[src/rtl/cadss_arb_pkg.sv]
// ---------------------------------------------------------------------------
// cadss_arb_pkg
// Shared types and constants for the CADSS snooping-bus arbiter.
//   arb_state_e   : arbiter FSM states (IDLE, OWN, TURN)
//   NUM_PROCS_DEF : default number of bus requesters
//   TIMEOUT_DEF   : default watchdog limit in cycles
//   STAT_W        : width of the optional statistics counters
// ---------------------------------------------------------------------------
package cadss_arb_pkg;

    typedef enum logic [1:0] {
        IDLE = 2'd0,
        OWN  = 2'd1,
        TURN = 2'd2
    } arb_state_e;

    localparam int NUM_PROCS_DEF = 4;
    localparam int TIMEOUT_DEF   = 64;
    localparam int STAT_W        = 32;

endpackage

[src/rtl/cadss_rr_pick.sv]
// ---------------------------------------------------------------------------
// cadss_rr_pick
// Purely combinational rotate-priority encoder for the bus arbiter.
// Scans the request vector upward starting one past the previous winner and
// wrapping modulo NUM_PROCS, so the most recent owner has lowest priority.
// Ports:
//   req     (in,  NUM_PROCS) : request vector
//   last_id (in,  ID_W)      : index of the previous winner
//   any     (out, 1)         : at least one request is pending
//   winner  (out, ID_W)      : selected requester; 0 when no request
// ---------------------------------------------------------------------------
module cadss_rr_pick
    import cadss_arb_pkg::*;
#(
    parameter int NUM_PROCS = NUM_PROCS_DEF,
    parameter int ID_W      = $clog2(NUM_PROCS)
) (
    input  logic [NUM_PROCS-1:0] req,
    input  logic [ID_W-1:0]      last_id,
    output logic                 any,
    output logic [ID_W-1:0]      winner
);

    int               w_sum;
    logic [ID_W-1:0]  w_idx;
    logic             w_found;

    // Walk the NUM_PROCS positions after last_id in order; the first set bit
    // wins. The modulo keeps the index in range for non-power-of-two counts.
    always_comb begin
        any     = |req;
        winner  = '0;
        w_found = 1'b0;
        w_sum   = 0;
        w_idx   = '0;
        for (int i = 1; i <= NUM_PROCS; i++) begin
            w_sum = (int'(last_id) + i) % NUM_PROCS;
            w_idx = ID_W'(w_sum);
            if (!w_found && req[w_idx]) begin
                winner  = w_idx;
                w_found = 1'b1;
            end
        end
    end

endmodule

[src/rtl/cadss_bus_arbiter.sv]
// ---------------------------------------------------------------------------
// cadss_bus_arbiter
// Round-robin arbiter and transaction sequencer for the shared CADSS snooping
// bus. Grants one requester at a time, holds the grant until the transaction
// completes, the owner drops its request, or the watchdog expires, and then
// inserts a single turnaround cycle before the next owner.
// Ports:
//   clk         (in)             : bus clock
//   rst         (in)             : asynchronous active-high reset
//   req         (in,  NUM_PROCS) : per-processor level request
//   txn_done    (in)             : owner's transaction complete (OWN only)
//   grant       (out, NUM_PROCS) : one-hot ownership, zero when no owner
//   grant_id    (out, ID_W)      : owner index, zero when no owner
//   bus_busy    (out)            : high during OWN and TURN
//   timeout_err (out)            : one-cycle pulse on watchdog release
//   err_id      (out, ID_W)      : owner index captured at the last timeout
// Optional (macro CADSS_ARB_STATS_EN):
//   stat_grants (out, STAT_W)    : saturating count of entries into OWN
//   stat_wait   (out, STAT_W)    : saturating count of cycles with a pending
//                                  request and no active grant
// ---------------------------------------------------------------------------
module cadss_bus_arbiter
    import cadss_arb_pkg::*;
#(
    parameter int NUM_PROCS = NUM_PROCS_DEF,
    parameter int TIMEOUT   = TIMEOUT_DEF,
    parameter int ID_W      = $clog2(NUM_PROCS)
) (
    input  logic                 clk,
    input  logic                 rst,
    input  logic [NUM_PROCS-1:0] req,
    input  logic                 txn_done,
    output logic [NUM_PROCS-1:0] grant,
    output logic [ID_W-1:0]      grant_id,
    output logic                 bus_busy,
    output logic                 timeout_err,
    output logic [ID_W-1:0]      err_id
`ifdef CADSS_ARB_STATS_EN
    ,
    output logic [STAT_W-1:0]    stat_grants,
    output logic [STAT_W-1:0]    stat_wait
`endif
);

    localparam int WD_W = $clog2(TIMEOUT) + 1;

    arb_state_e            r_state;
    arb_state_e            w_stateNext;
    logic [ID_W-1:0]       r_lastId;
    logic [WD_W-1:0]       r_watchdog;

    logic                  w_any;
    logic [ID_W-1:0]       w_winner;
    logic [NUM_PROCS-1:0]  w_oneHot;
    logic                  w_wdExpire;
    logic                  w_ownExit;

    logic [NUM_PROCS-1:0]  w_grantNext;
    logic [ID_W-1:0]       w_grantIdNext;
    logic                  w_busyNext;
    logic                  w_toErrNext;
    logic [ID_W-1:0]       w_errIdNext;
    logic [ID_W-1:0]       w_lastIdNext;
    logic [WD_W-1:0]       w_wdNext;

    cadss_rr_pick #(
        .NUM_PROCS (NUM_PROCS),
        .ID_W      (ID_W)
    ) u_pick (
        .req     (req),
        .last_id (r_lastId),
        .any     (w_any),
        .winner  (w_winner)
    );

    // Exit conditions for OWN. The watchdog counts completed owned cycles, so
    // reaching TIMEOUT-1 at an edge means the grant has been held TIMEOUT
    // cycles and must be released on that edge.
    always_comb begin
        w_oneHot           = '0;
        w_oneHot[w_winner] = 1'b1;
        w_wdExpire         = (r_watchdog == WD_W'(TIMEOUT - 1));
        w_ownExit          = txn_done | ~req[grant_id] | w_wdExpire;
    end

    // State register.
    always_ff @(posedge clk or posedge rst) begin
        if (rst) begin
            r_state <= IDLE;
        end else begin
            r_state <= w_stateNext;
        end
    end

    // Next-state logic. TURN always lasts one cycle and arbitrates directly
    // so back-to-back owners are separated by exactly one empty grant cycle.
    always_comb begin
        w_stateNext = r_state;
        case (r_state)
            IDLE:    if (w_any) w_stateNext = OWN;
            OWN:     if (w_ownExit) w_stateNext = TURN;
            TURN:    w_stateNext = w_any ? OWN : IDLE;
            default: w_stateNext = IDLE;
        endcase
    end

    // Output logic: computes the next value of every registered output.
    // A completion that coincides with watchdog expiry counts as a normal
    // completion, so timeout_err only fires when txn_done is low.
    always_comb begin
        w_grantNext   = '0;
        w_grantIdNext = '0;
        w_busyNext    = 1'b0;
        w_toErrNext   = 1'b0;
        w_errIdNext   = err_id;
        w_lastIdNext  = r_lastId;
        w_wdNext      = r_watchdog;
        case (r_state)
            IDLE, TURN: begin
                if (w_any) begin
                    w_grantNext   = w_oneHot;
                    w_grantIdNext = w_winner;
                    w_lastIdNext  = w_winner;
                    w_wdNext      = '0;
                    w_busyNext    = 1'b1;
                end
            end
            OWN: begin
                w_busyNext = 1'b1;
                if (w_ownExit) begin
                    if (w_wdExpire && !txn_done) begin
                        w_toErrNext = 1'b1;
                        w_errIdNext = grant_id;
                    end
                end else begin
                    w_grantNext   = grant;
                    w_grantIdNext = grant_id;
                    w_wdNext      = r_watchdog + 1'b1;
                end
            end
            default: begin
                w_busyNext = 1'b0;
            end
        endcase
    end

    // Registered outputs plus round-robin pointer and watchdog. The pointer
    // resets to the last requester so requester 0 wins the first round.
    always_ff @(posedge clk or posedge rst) begin
        if (rst) begin
            grant       <= '0;
            grant_id    <= '0;
            bus_busy    <= 1'b0;
            timeout_err <= 1'b0;
            err_id      <= '0;
            r_lastId    <= ID_W'(NUM_PROCS - 1);
            r_watchdog  <= '0;
        end else begin
            grant       <= w_grantNext;
            grant_id    <= w_grantIdNext;
            bus_busy    <= w_busyNext;
            timeout_err <= w_toErrNext;
            err_id      <= w_errIdNext;
            r_lastId    <= w_lastIdNext;
            r_watchdog  <= w_wdNext;
        end
    end

`ifdef CADSS_ARB_STATS_EN
    // Saturating statistics: grant entries are counted on the edge that moves
    // into OWN; wait cycles are cycles with a pending request but no grant.
    always_ff @(posedge clk or posedge rst) begin
        if (rst) begin
            stat_grants <= '0;
            stat_wait   <= '0;
        end else begin
            if (w_stateNext == OWN && r_state != OWN && stat_grants != '1) begin
                stat_grants <= stat_grants + 1'b1;
            end
            if (w_any && grant == '0 && stat_wait != '1) begin
                stat_wait <= stat_wait + 1'b1;
            end
        end
    end
`endif

endmodule

[config.mk]
export PLATFORM = sky130hd
export DESIGN_NAME = cadss_bus_arbiter
export DESIGN_NICKNAME = d
export VERILOG_FILES = /design/src/rtl/cadss_arb_pkg.sv /design/src/rtl/cadss_rr_pick.sv /design/src/rtl/cadss_bus_arbiter.sv
export SDC_FILE = /design/constraint.sdc
export NUM_CORES = 1
export LEC_CHECK = 0
export ABC_AREA = 1
export CAP_MARGIN = 10
export CORE_MARGIN = 8
export CORE_UTILIZATION = 30
export CTS_CLUSTER_DIAMETER = 80
export CTS_CLUSTER_SIZE = 12
export DETAILED_ROUTE_END_ITERATION = 10
export PLACE_DENSITY = 0.55
export SLEW_MARGIN = 30
export SYNTH_ARGS = -nofsm -noshare
export SYNTH_HDL_FRONTEND = slang
export SYNTH_SLANG_ARGS = --single-unit
[constraint.sdc]
create_clock -name clk -period 1.7 [get_ports clk]
set_clock_uncertainty 0.05 [all_clocks]
set_input_delay 0.255 -clock clk [delete_from_list [all_inputs] [get_ports clk]]
set_output_delay 0.255 -clock clk [all_outputs]
set_load 0.02 [all_outputs]
==> results of run 1 <==
synthesized netlist by cell type:
master	n
sky130_fd_sc_hd__nand4_1	7
sky130_fd_sc_hd__dfrtp_1	19
sky130_fd_sc_hd__nand2_1	46
sky130_fd_sc_hd__o21ai_2	1
sky130_fd_sc_hd__nor2_2	1
sky130_fd_sc_hd__o22ai_1	1
sky130_fd_sc_hd__inv_1	15
sky130_fd_sc_hd__buf_4	1
sky130_fd_sc_hd__nand3_2	2
sky130_fd_sc_hd__xor2_1	3
sky130_fd_sc_hd__nand3_1	16
sky130_fd_sc_hd__ha_1	1
sky130_fd_sc_hd__dfstp_2	2
sky130_fd_sc_hd__a21oi_1	3
sky130_fd_sc_hd__o21ai_1	6
sky130_fd_sc_hd__nand2_2	6
sky130_fd_sc_hd__nor2_1	11
sky130_fd_sc_hd__nor2_4	1
sky130_fd_sc_hd__a311oi_1	1
sky130_fd_sc_hd__o21bai_1	1
sky130_fd_sc_hd__o21ai_0	4
sky130_fd_sc_hd__nor3_2	1
sky130_fd_sc_hd__clkinv_1	1
sky130_fd_sc_hd__inv_2	4
sky130_fd_sc_hd__nand2_4	3
cell usage in the layout, fill, tap and decap left out, types with 2 or more instances in the layout:
cell type	netlist	routed
sky130_fd_sc_hd__nand2_4	3	4
sky130_fd_sc_hd__inv_2	4	4
sky130_fd_sc_hd__clkdlybuf4s50_1	0	16
sky130_fd_sc_hd__inv_1	15	15
sky130_fd_sc_hd__nand3_1	16	15
sky130_fd_sc_hd__xor2_1	3	3
sky130_fd_sc_hd__clkbuf_8	0	3
sky130_fd_sc_hd__a21oi_1	3	3
sky130_fd_sc_hd__nand3_2	2	3
sky130_fd_sc_hd__nand2_1	46	38
sky130_fd_sc_hd__nand2_2	6	13
sky130_fd_sc_hd__nor2_1	11	11
sky130_fd_sc_hd__nand4_1	7	7
sky130_fd_sc_hd__o21ai_1	6	6
sky130_fd_sc_hd__dfstp_2	2	2
sky130_fd_sc_hd__buf_6	0	2
sky130_fd_sc_hd__buf_4	1	11
sky130_fd_sc_hd__dfrtp_1	19	19
sky130_fd_sc_hd__o21ai_0	4	4
final cells by class:
cell class	count	share of cell area
Inverter	20	0.0477
Multi-Input combinational cell	115	0.386
Clock buffer	3	0.0254
Sequential cell	21	0.324
Clock inverter	1	0.00307
Timing Repair Buffer	30	0.175
Tap cell	50	0.0384
cell families after synthesis:
kind of cell / after synthesis / synth area share
flops: 21 / 0.439
simple gates: 94 / 0.380
xor+xnor: 3 / 0.0219
compound gates: 17 / 0.0801
fa+ha+maj: 1 / 0.0104
buf+inv: 21 / 0.0687
power groups by stage:
stage / registers, mW / clock network [mW] / logic, mW
after global placement: 0.784 / 0 / 1.51
final: 0.778 / 0.316 / 1.76
after global routing: 0.800 / 0.359 / 1.96
after floorplan: 0.834 / 0 / 1.02
after CTS: 0.779 / 0.334 / 1.57
after detailed placement: 0.789 / 0 / 1.54
metal layers:
metal	global-route usage	vias up	wire length, µm
met3	0.0181	4	94
li1	-	575	-
met1	0.116	523	1240
met4	0.0333	0	31
met2	0.160	11	1420
met5	0	-	0
registers in the layout, indices dropped and copies added, names as in the netlist:
| name | count |
|---|---|
| r_lastId | 2 |
| bus_busy | 1 |
| r_watchdog | 7 |
| timeout_err | 1 |
| grant_id | 2 |
| err_id | 2 |
| grant | 4 |
| r_state | 2 |
worst max-delay path, stage by stage (launching register included):
cell	delay [ps]
sky130_fd_sc_hd__dfstp_2	600
sky130_fd_sc_hd__buf_6	130
sky130_fd_sc_hd__nand2_1	60
sky130_fd_sc_hd__nand3_1	100
sky130_fd_sc_hd__nand2_2	80
sky130_fd_sc_hd__nor2_4	120
sky130_fd_sc_hd__nand4_1	160
sky130_fd_sc_hd__nand2_4	130
sky130_fd_sc_hd__nand2_1	70
sky130_fd_sc_hd__o21ai_1	80
repair_timing:
| item | in CTS | in global routing |
|---|---|---|
| gates resized for setup | 0 | 15 |
| pin swaps | 1 | 3 |
| buffers inserted | 2 | 3 |
| endpoints found under the setup margin | 1 | 14 |
stage by stage:
step / setup TNS [ps] / power [mW]
3_5_place_dp: -2600 / 2.33
4_1_cts: 0 / 2.68
6_report: 0 / 2.85
2_1_floorplan: 0 / 1.86
5_1_grt: -518 / 3.12
3_3_place_gp: -2000 / 2.30
how the worst min path moves through the flow:
| stage | from | cells past startpoint | end |
|---|---|---|---|
| after floorplan | rst | 1 | bus_busy$_DFF_PP0_ |
| after global placement | grant[3]$_DFFE_PP0P_ | 2 | grant[3]$_DFFE_PP0P_ |
| after detailed placement | grant[3]$_DFFE_PP0P_ | 2 | grant[3]$_DFFE_PP0P_ |
| after CTS | rst | 3 | r_watchdog[3]$_DFFE_PP0P_ |
| after global routing | rst | 3 | r_watchdog[2]$_DFFE_PP0P_ |
| final | rst | 3 | r_watchdog[3]$_DFFE_PP0P_ |
==> results_tabular.tex, run 1 <==
\begin{tabular}{lr}
\hline
Metric & Value \\
\hline
\multicolumn{2}{l}{\textbf{Logic synthesis}} \\
Synth Warn \# & 0 \\
Cell type with the highest aggregate area in the netlist & sky130\_fd\_sc\_hd\_\_dfrtp\_1 \\
Synthesized instance count & 157 \\
Number of storage elements in the synthesis netlist & 21 \\
Synth area leaders & sky130\_fd\_sc\_hd\_\_dfrtp\_1 (40\%), sky130\_fd\_sc\_hd\_\_nand2\_1 (14\%), sky130\_fd\_sc\_hd\_\_nand3\_1 (6.7\%) \\
Cell variety after synth & 25 \\
Area share of the largest cell type after synthesis & 0.395 \\
Post-synthesis sequential area ratio & 0.439 \\
Mean area per synthesized cell & 7.66 µm² \\
Syn nets & 165 \\
Post-synthesis instance area & 0.00120 mm² \\
\multicolumn{2}{l}{\textbf{Critical path}} \\
Worst setup path start & r\_lastId[0]\$\_DFFE\_PP1P\_ \\
Reg-to-reg endpoint & r\_lastId[0]\$\_DFFE\_PP1P\_ \\
Number of cells traversed by the worst register-to-register path & 9 \\
Required time at the endpoint of the critical path & 1840 ps \\
CP arrival & 1800 ps \\
Critical register-to-register path startpoint & r\_lastId[0]\$\_DFFE\_PP1P\_ \\
Category of the most critical setup path & reg -> reg \\
CP startpoint kind & flip-flop \\
Crit path capture & r\_lastId[0]\$\_DFFE\_PP1P\_ \\
Internal reg-to-reg setup slack & 40 ps \\
Critical path capture point type & flip-flop \\
Critical path peak fanout & 5 \\
\multicolumn{2}{l}{\textbf{Placement}} \\
Post-DP HPWL & 2120 µm \\
Area of placed instances & 0.00149 mm² \\
Number of port buffers & 16 \\
Cell count after placement & 231 \\
Worst-case setup slack after placement & -258 ps \\
Last weighted congestion value of the routability-driven placer & 0.807 \\
\multicolumn{2}{l}{\textbf{STA}} \\
Highest attainable clock frequency & 602 MHz \\
Final Hold Viols & 0 \\
PnR worst setup slack & 38.0 ps \\
Time the worst path needs with I/O delays and setup & 1660 ps \\
Fraction of the cycle the final worst path needs & 0.978 \\
Number of endpoints failing setup at the final stage & 0 \\
Worst Max-Slew Pin Slew & 263 ps \\
Hold slack final & 266 ps \\
Number of slew-limit violations in the final report & 0 \\
RSZ-0062 raised after global routing & yes \\
Max-slew headroom at the worst pin & 0.824 \\
\multicolumn{2}{l}{\textbf{Floorplan}} \\
Die extent in x & 79.3 µm \\
Effective utilization at floorplan & 0.305 \\
Die area & 0.00629 mm² \\
Core area & 0.00394 mm² \\
Top-level port count & 17 \\
Vertical die dimension & 79.3 µm \\
Total number of placement rows & 23 \\
\multicolumn{2}{l}{\textbf{Power and ir drop}} \\
IR drop worst, VDD & 0.651 mV \\
Combinational power share & 0.616 \\
Part of the power in the clock network & 0.111 \\
Power density relative to cell area & 1750 mW/mm² \\
Net load switching power & 1.32 mW \\
Part of the power in registers & 0.273 \\
Switching Share & 0.462 \\
Internal Pwr Total & 1.53 mW \\
Lkg Pwr & 0.805 nW \\
\multicolumn{2}{l}{\textbf{Layout}} \\
Filler-free cell count of the finished design & 240 \\
Number of fill cells & 383 \\
Share of the core filled with cells & 0.413 \\
Number of antenna cells inserted & 0 \\
Layout overhead on the synthesized area & 35.4\% \\
Fraction of final layout cells with drive strength greater than 1 & 0.263 \\
Post-route cell area & 0.00163 mm² \\
Nets & 199 \\
Area of all sequential standard cells & 528 µm² \\
Area occupied by multi-input gates & 628 µm² \\
\multicolumn{2}{l}{\textbf{CTS}} \\
Hold buffers post-CTS & 0 \\
TritonCTS clock tree & yes \\
Worst-case clock buffer depth & 2 \\
Clock latency of the later-clocked register in the worst-skew pair & 250 ps \\
Buffer type at the clock tree root & sky130\_fd\_sc\_hd\_\_clkbuf\_8 \\
Clock slew at the register clock pins of the worst setup and hold paths & 80 ps \\
Num Clock Sinks & 21 \\
CTS HTree Levels & 1 \\
Number of clock buffers inserted by TritonCTS & 3 \\
\multicolumn{2}{l}{\textbf{Job}} \\
Number of max-capacitance violations reported & 0 \\
\multicolumn{2}{l}{\textbf{Global route}} \\
Wire length of the first global-routing pass & 5000 µm \\
Maximum number of pins on one net before global-route repair & 22 \\
Total track usage & 0.0947 \\
Number of global-route vias before repair & 1,143 \\
Final global-route overflow total & 0 \\
Number of antenna violations at the first check in global routing & 0 \\
\multicolumn{2}{l}{\textbf{Detailed routing}} \\
Number of vias per cell after detailed routing & 4.64 \\
DRC violations left & 0 \\
Remaining antenna violation count after routing & 0 \\
Via count & 1,113 \\
Average wire per standard cell & 11.6 µm \\
Detailed-routing iteration count for the pre-antenna-repair pass & 4 \\
DRC marker count from the first detailed-route iteration & 19 \\
Final Routed Wirelength & 2790 µm \\
\multicolumn{2}{l}{\textbf{Run status}} \\
Result of the run & complete, no violations \\
\multicolumn{2}{l}{\textbf{Worst hold path}} \\
Path category of the worst min-delay check & in -> async \\
\hline
\end{tabular}
(Power assumes the default switching activity.)
==> run 2, diff against run 1 <==
--- a/config.mk
+++ b/config.mk
@@ -9,6 +9,7 @@
 export CAP_MARGIN = 10
 export CORE_MARGIN = 8
 export CORE_UTILIZATION = 30
+export CTS_BUF_LIST = sky130_fd_sc_hd__clkbuf_2
 export CTS_CLUSTER_DIAMETER = 80
 export CTS_CLUSTER_SIZE = 12
 export DETAILED_ROUTE_END_ITERATION = 10
@@ -16,4 +17,5 @@
 export SLEW_MARGIN = 30
 export SYNTH_ARGS = -nofsm -noshare
 export SYNTH_HDL_FRONTEND = slang
+export SYNTH_HIERARCHICAL = 1
 export SYNTH_SLANG_ARGS = --single-unit
==> results_tabular.tex, run 2 <==
\begin{tabular}{lr}
\hline
Metric & Value \\
\hline
\multicolumn{2}{l}{\textbf{Layout}} \\
Registers with the most flip-flops & r\_watchdog: 7 flops, grant: 4 flops \\
Number of fill cells & 438 \\
Area of all sequential standard cells & 528 µm² \\
Largest reg by FF count & r\_watchdog \\
Fraction of final layout cells with drive strength greater than 1 & 0.319 \\
Number of antenna cells inserted & 0 \\
Flip-flop count of the largest register, all copies and words added & 7 \\
Area occupied by multi-input gates & 758 µm² \\
Filler-free cell count of the finished design & 262 \\
Nets & 219 \\
Commonest non-fill, non-tap cells in the layout & sky130\_fd\_sc\_hd\_\_nand2\_1 (49), sky130\_fd\_sc\_hd\_\_inv\_1 (19), sky130\_fd\_sc\_hd\_\_dfrtp\_1 (19), sky130\_fd\_sc\_hd\_\_buf\_4 (19), sky130\_fd\_sc\_hd\_\_nand2\_4 (16) \\
Layout overhead on the synthesized area & 37.4\% \\
Leading cell type in the layout, fill and taps excluded & sky130\_fd\_sc\_hd\_\_nand2\_1 \\
\multicolumn{2}{l}{\textbf{Placement}} \\
Last weighted congestion value of the routability-driven placer & 0.783 \\
Cell count after placement & 255 \\
Worst-case setup slack after placement & -221 ps \\
Number of port buffers & 16 \\
Post-DP HPWL & 2350 µm \\
\multicolumn{2}{l}{\textbf{Global route}} \\
Total track usage & 0.0967 \\
Maximum number of pins on one net before global-route repair & 22 \\
Wire length of the first global-routing pass & 5170 µm \\
Number of antenna violations at the first check in global routing & 0 \\
Final global-route overflow total & 0 \\
Number of global-route vias before repair & 1,131 \\
\multicolumn{2}{l}{\textbf{Power and ir drop}} \\
Net load switching power & 1.44 mW \\
Switching Share & 0.486 \\
Part of the power in registers & 0.257 \\
Lkg Pwr & 0.974 nW \\
Combinational power share & 0.668 \\
Part of the power in the clock network & 0.075 \\
Internal Pwr Total & 1.52 mW \\
Power density relative to cell area & 1650 mW/mm² \\
IR drop worst, VDD & 0.540 mV \\
\multicolumn{2}{l}{\textbf{Critical path}} \\
Number of cells traversed by the worst register-to-register path & 10 \\
CP arrival & 2040 ps \\
Critical path capture point type & flip-flop \\
Required time at the endpoint of the critical path & 1910 ps \\
Category of the most critical setup path & reg -> reg \\
Critical register-to-register path startpoint & r\_lastId[0]\$\_DFFE\_PP1P\_ \\
Worst setup path start & r\_lastId[0]\$\_DFFE\_PP1P\_ \\
CP startpoint kind & flip-flop \\
Critical path peak fanout & 7 \\
\multicolumn{2}{l}{\textbf{STA}} \\
RSZ-0062 raised after global routing & yes \\
Number of slew-limit violations in the final report & 0 \\
Final TNS setup & -556 ps \\
Highest attainable clock frequency & 545 MHz \\
Number of endpoints failing setup at the final stage & 7 \\
Fraction of the cycle the final worst path needs & 1.08 \\
PnR worst setup slack & -135 ps \\
Time the worst path needs with I/O delays and setup & 1840 ps \\
Max-slew headroom at the worst pin & 0.818 \\
Worst Max-Slew Pin Slew & 273 ps \\
Final Hold Viols & 0 \\
\multicolumn{2}{l}{\textbf{Floorplan}} \\
Core area & 0.00426 mm² \\
Effective utilization at floorplan & 0.306 \\
Vertical die dimension & 82.0 µm \\
Total number of placement rows & 24 \\
Top-level port count & 17 \\
Die extent in x & 82.0 µm \\
Die area & 0.00672 mm² \\
\multicolumn{2}{l}{\textbf{Logic synthesis}} \\
Synth Warn \# & 6 \\
Synth Area in Simple Gates & 0.428 \\
Combinational family with the most area after synthesis & simple AND/OR/NAND/NOR gates \\
Cell variety after synth & 26 \\
Number of storage elements in the synthesis netlist & 21 \\
Compound-gate portion of the synthesized area & 0.0469 \\
Adder-Cell Fraction of Synth Area & 0.00958 \\
Syn nets & 182 \\
Synthesized instance count & 174 \\
Commonest cells in the netlist & sky130\_fd\_sc\_hd\_\_nand2\_1 (57), sky130\_fd\_sc\_hd\_\_inv\_1 (21), sky130\_fd\_sc\_hd\_\_dfrtp\_1 (19) \\
Post-synthesis sequential area ratio & 0.404 \\
Number of synthesized flops with an enable pin & 0 \\
Cell with the most instances after synthesis & sky130\_fd\_sc\_hd\_\_nand2\_1 \\
Synth area leaders & sky130\_fd\_sc\_hd\_\_dfrtp\_1 (36\%), sky130\_fd\_sc\_hd\_\_nand2\_1 (16\%), sky130\_fd\_sc\_hd\_\_nand3\_1 (6.1\%) \\
Cell type with the highest aggregate area in the netlist & sky130\_fd\_sc\_hd\_\_dfrtp\_1 \\
Share of the synthesized netlist area taken by xor and xnor gates & 0.0134 \\
Post-synthesis instance area & 0.00131 mm² \\
Share of synthesized area spent on multiplexers & 0 \\
Primary flip-flop cell chosen by synthesis mapping & sky130\_fd\_sc\_hd\_\_dfrtp\_1 \\
Mean area per synthesized cell & 7.51 µm² \\
Area share of the largest cell type after synthesis & 0.364 \\
Fraction of registers with async set/reset & 1.00 \\
\multicolumn{2}{l}{\textbf{CTS}} \\
Hold buffers post-CTS & 0 \\
Number of clock buffers inserted by TritonCTS & 3 \\
Worst-case clock buffer depth & 2 \\
Num Clock Sinks & 21 \\
Clock slew at the register clock pins of the worst setup and hold paths & 250 ps \\
CTS HTree Levels & 1 \\
Buffer type at the clock tree root & sky130\_fd\_sc\_hd\_\_clkbuf\_2 \\
TritonCTS clock tree & yes \\
Clock latency of the later-clocked register in the worst-skew pair & 350 ps \\
\multicolumn{2}{l}{\textbf{Detailed routing}} \\
Detailed-routing iteration count for the pre-antenna-repair pass & 4 \\
Remaining antenna violation count after routing & 0 \\
Via count & 1,177 \\
Number of vias per cell after detailed routing & 4.49 \\
DRC marker count from the first detailed-route iteration & 30 \\
Final Routed Wirelength & 3250 µm \\
Average wire per standard cell & 12.4 µm \\
DRC violations left & 0 \\
\multicolumn{2}{l}{\textbf{Worst hold path}} \\
Path category of the worst min-delay check & in -> async \\
\multicolumn{2}{l}{\textbf{Run status}} \\
Violations in the final reports & setup timing \\
Result of the run & finished, violations left \\
\multicolumn{2}{l}{\textbf{Job}} \\
Number of max-capacitance violations reported & 0 \\
\hline
\end{tabular}
## run 2: cell type report
class                           count  area share
Tap cell                           52      0.0363
Clock buffer                        3     0.00837
Multi-Input combinational cell    125       0.423
Clock inverter                      1     0.00418
Sequential cell                    21       0.294
Timing Repair Buffer               36       0.181
Inverter                           24      0.0530
## run 2: critical path, stage by stage (launching register included)
cell and delay [ps]:
sky130_fd_sc_hd__dfstp_2 660, sky130_fd_sc_hd__clkinv_4 140, sky130_fd_sc_hd__nand2_4 90, sky130_fd_sc_hd__nand2_4 70, sky130_fd_sc_hd__nand2_4 70, sky130_fd_sc_hd__nand2_4 70, sky130_fd_sc_hd__nor2_8 120, sky130_fd_sc_hd__nand4_1 130
sky130_fd_sc_hd__nand2_4 130, sky130_fd_sc_hd__nand2_4 50, sky130_fd_sc_hd__o22ai_2 160
## run 2: final timing paths
check / to / slack, ps
setup / recovery: grant[1]$_DFFE_PP0P_ / -140
hold / removal: timeout_err$_DFF_PP0_ / 130
setup reg to reg: grant[1]$_DFFE_PP0P_ / -140
hold reg to reg: r_state[1]$_DFFE_PP0P_ / 470
max in group asynchronous: r_lastId[1]$_DFFE_PP1P_ / 1140
min in group clk: r_state[1]$_DFFE_PP0P_ / 470
## run 2: layer usage
layer	GRT usage	part of all wire
met1	0.115	0.45
met2	0.172	0.52
met3	0.0208	0.036
met4	0.0228	0.0037
met5	0	0
## run 2: power by group through the flow
stage | logic, mW | clock network (mW) | registers (mW)
after global routing | 2.16 | 0.249 | 0.779
after floorplan | 1.06 | 0 | 0.793
after detailed placement | 1.62 | 0 | 0.775
final | 1.98 | 0.223 | 0.760
after global placement | 1.62 | 0 | 0.777
after CTS | 1.75 | 0.231 | 0.771
## run 2: kinds of logic after synthesis
family          after synthesis
compound gates               11
flops                        21
buf+inv                      28
simple gates                111
fa+ha+maj                     1
xor+xnor                      2
## run 2: metrics by stage
stage                     total power [mW]  cell area, µm²   util  hold WS (ps)
after floorplan                       1.86            1310      -           180
after global placement                2.40            1630  0.381           430
after detailed placement              2.40            1630  0.381           444
after CTS                             2.75            1700  0.398           140
after global routing                  3.18            1790  0.421           150
final                                 2.96            1790  0.421           133
## run 2: repair_timing
item / 4_1_cts / 5_1_grt
buffers inserted: 1 / 2
resized for setup: 16 / 23
pin swaps: 8 / 3
setup endpoints to repair: 11 / 14
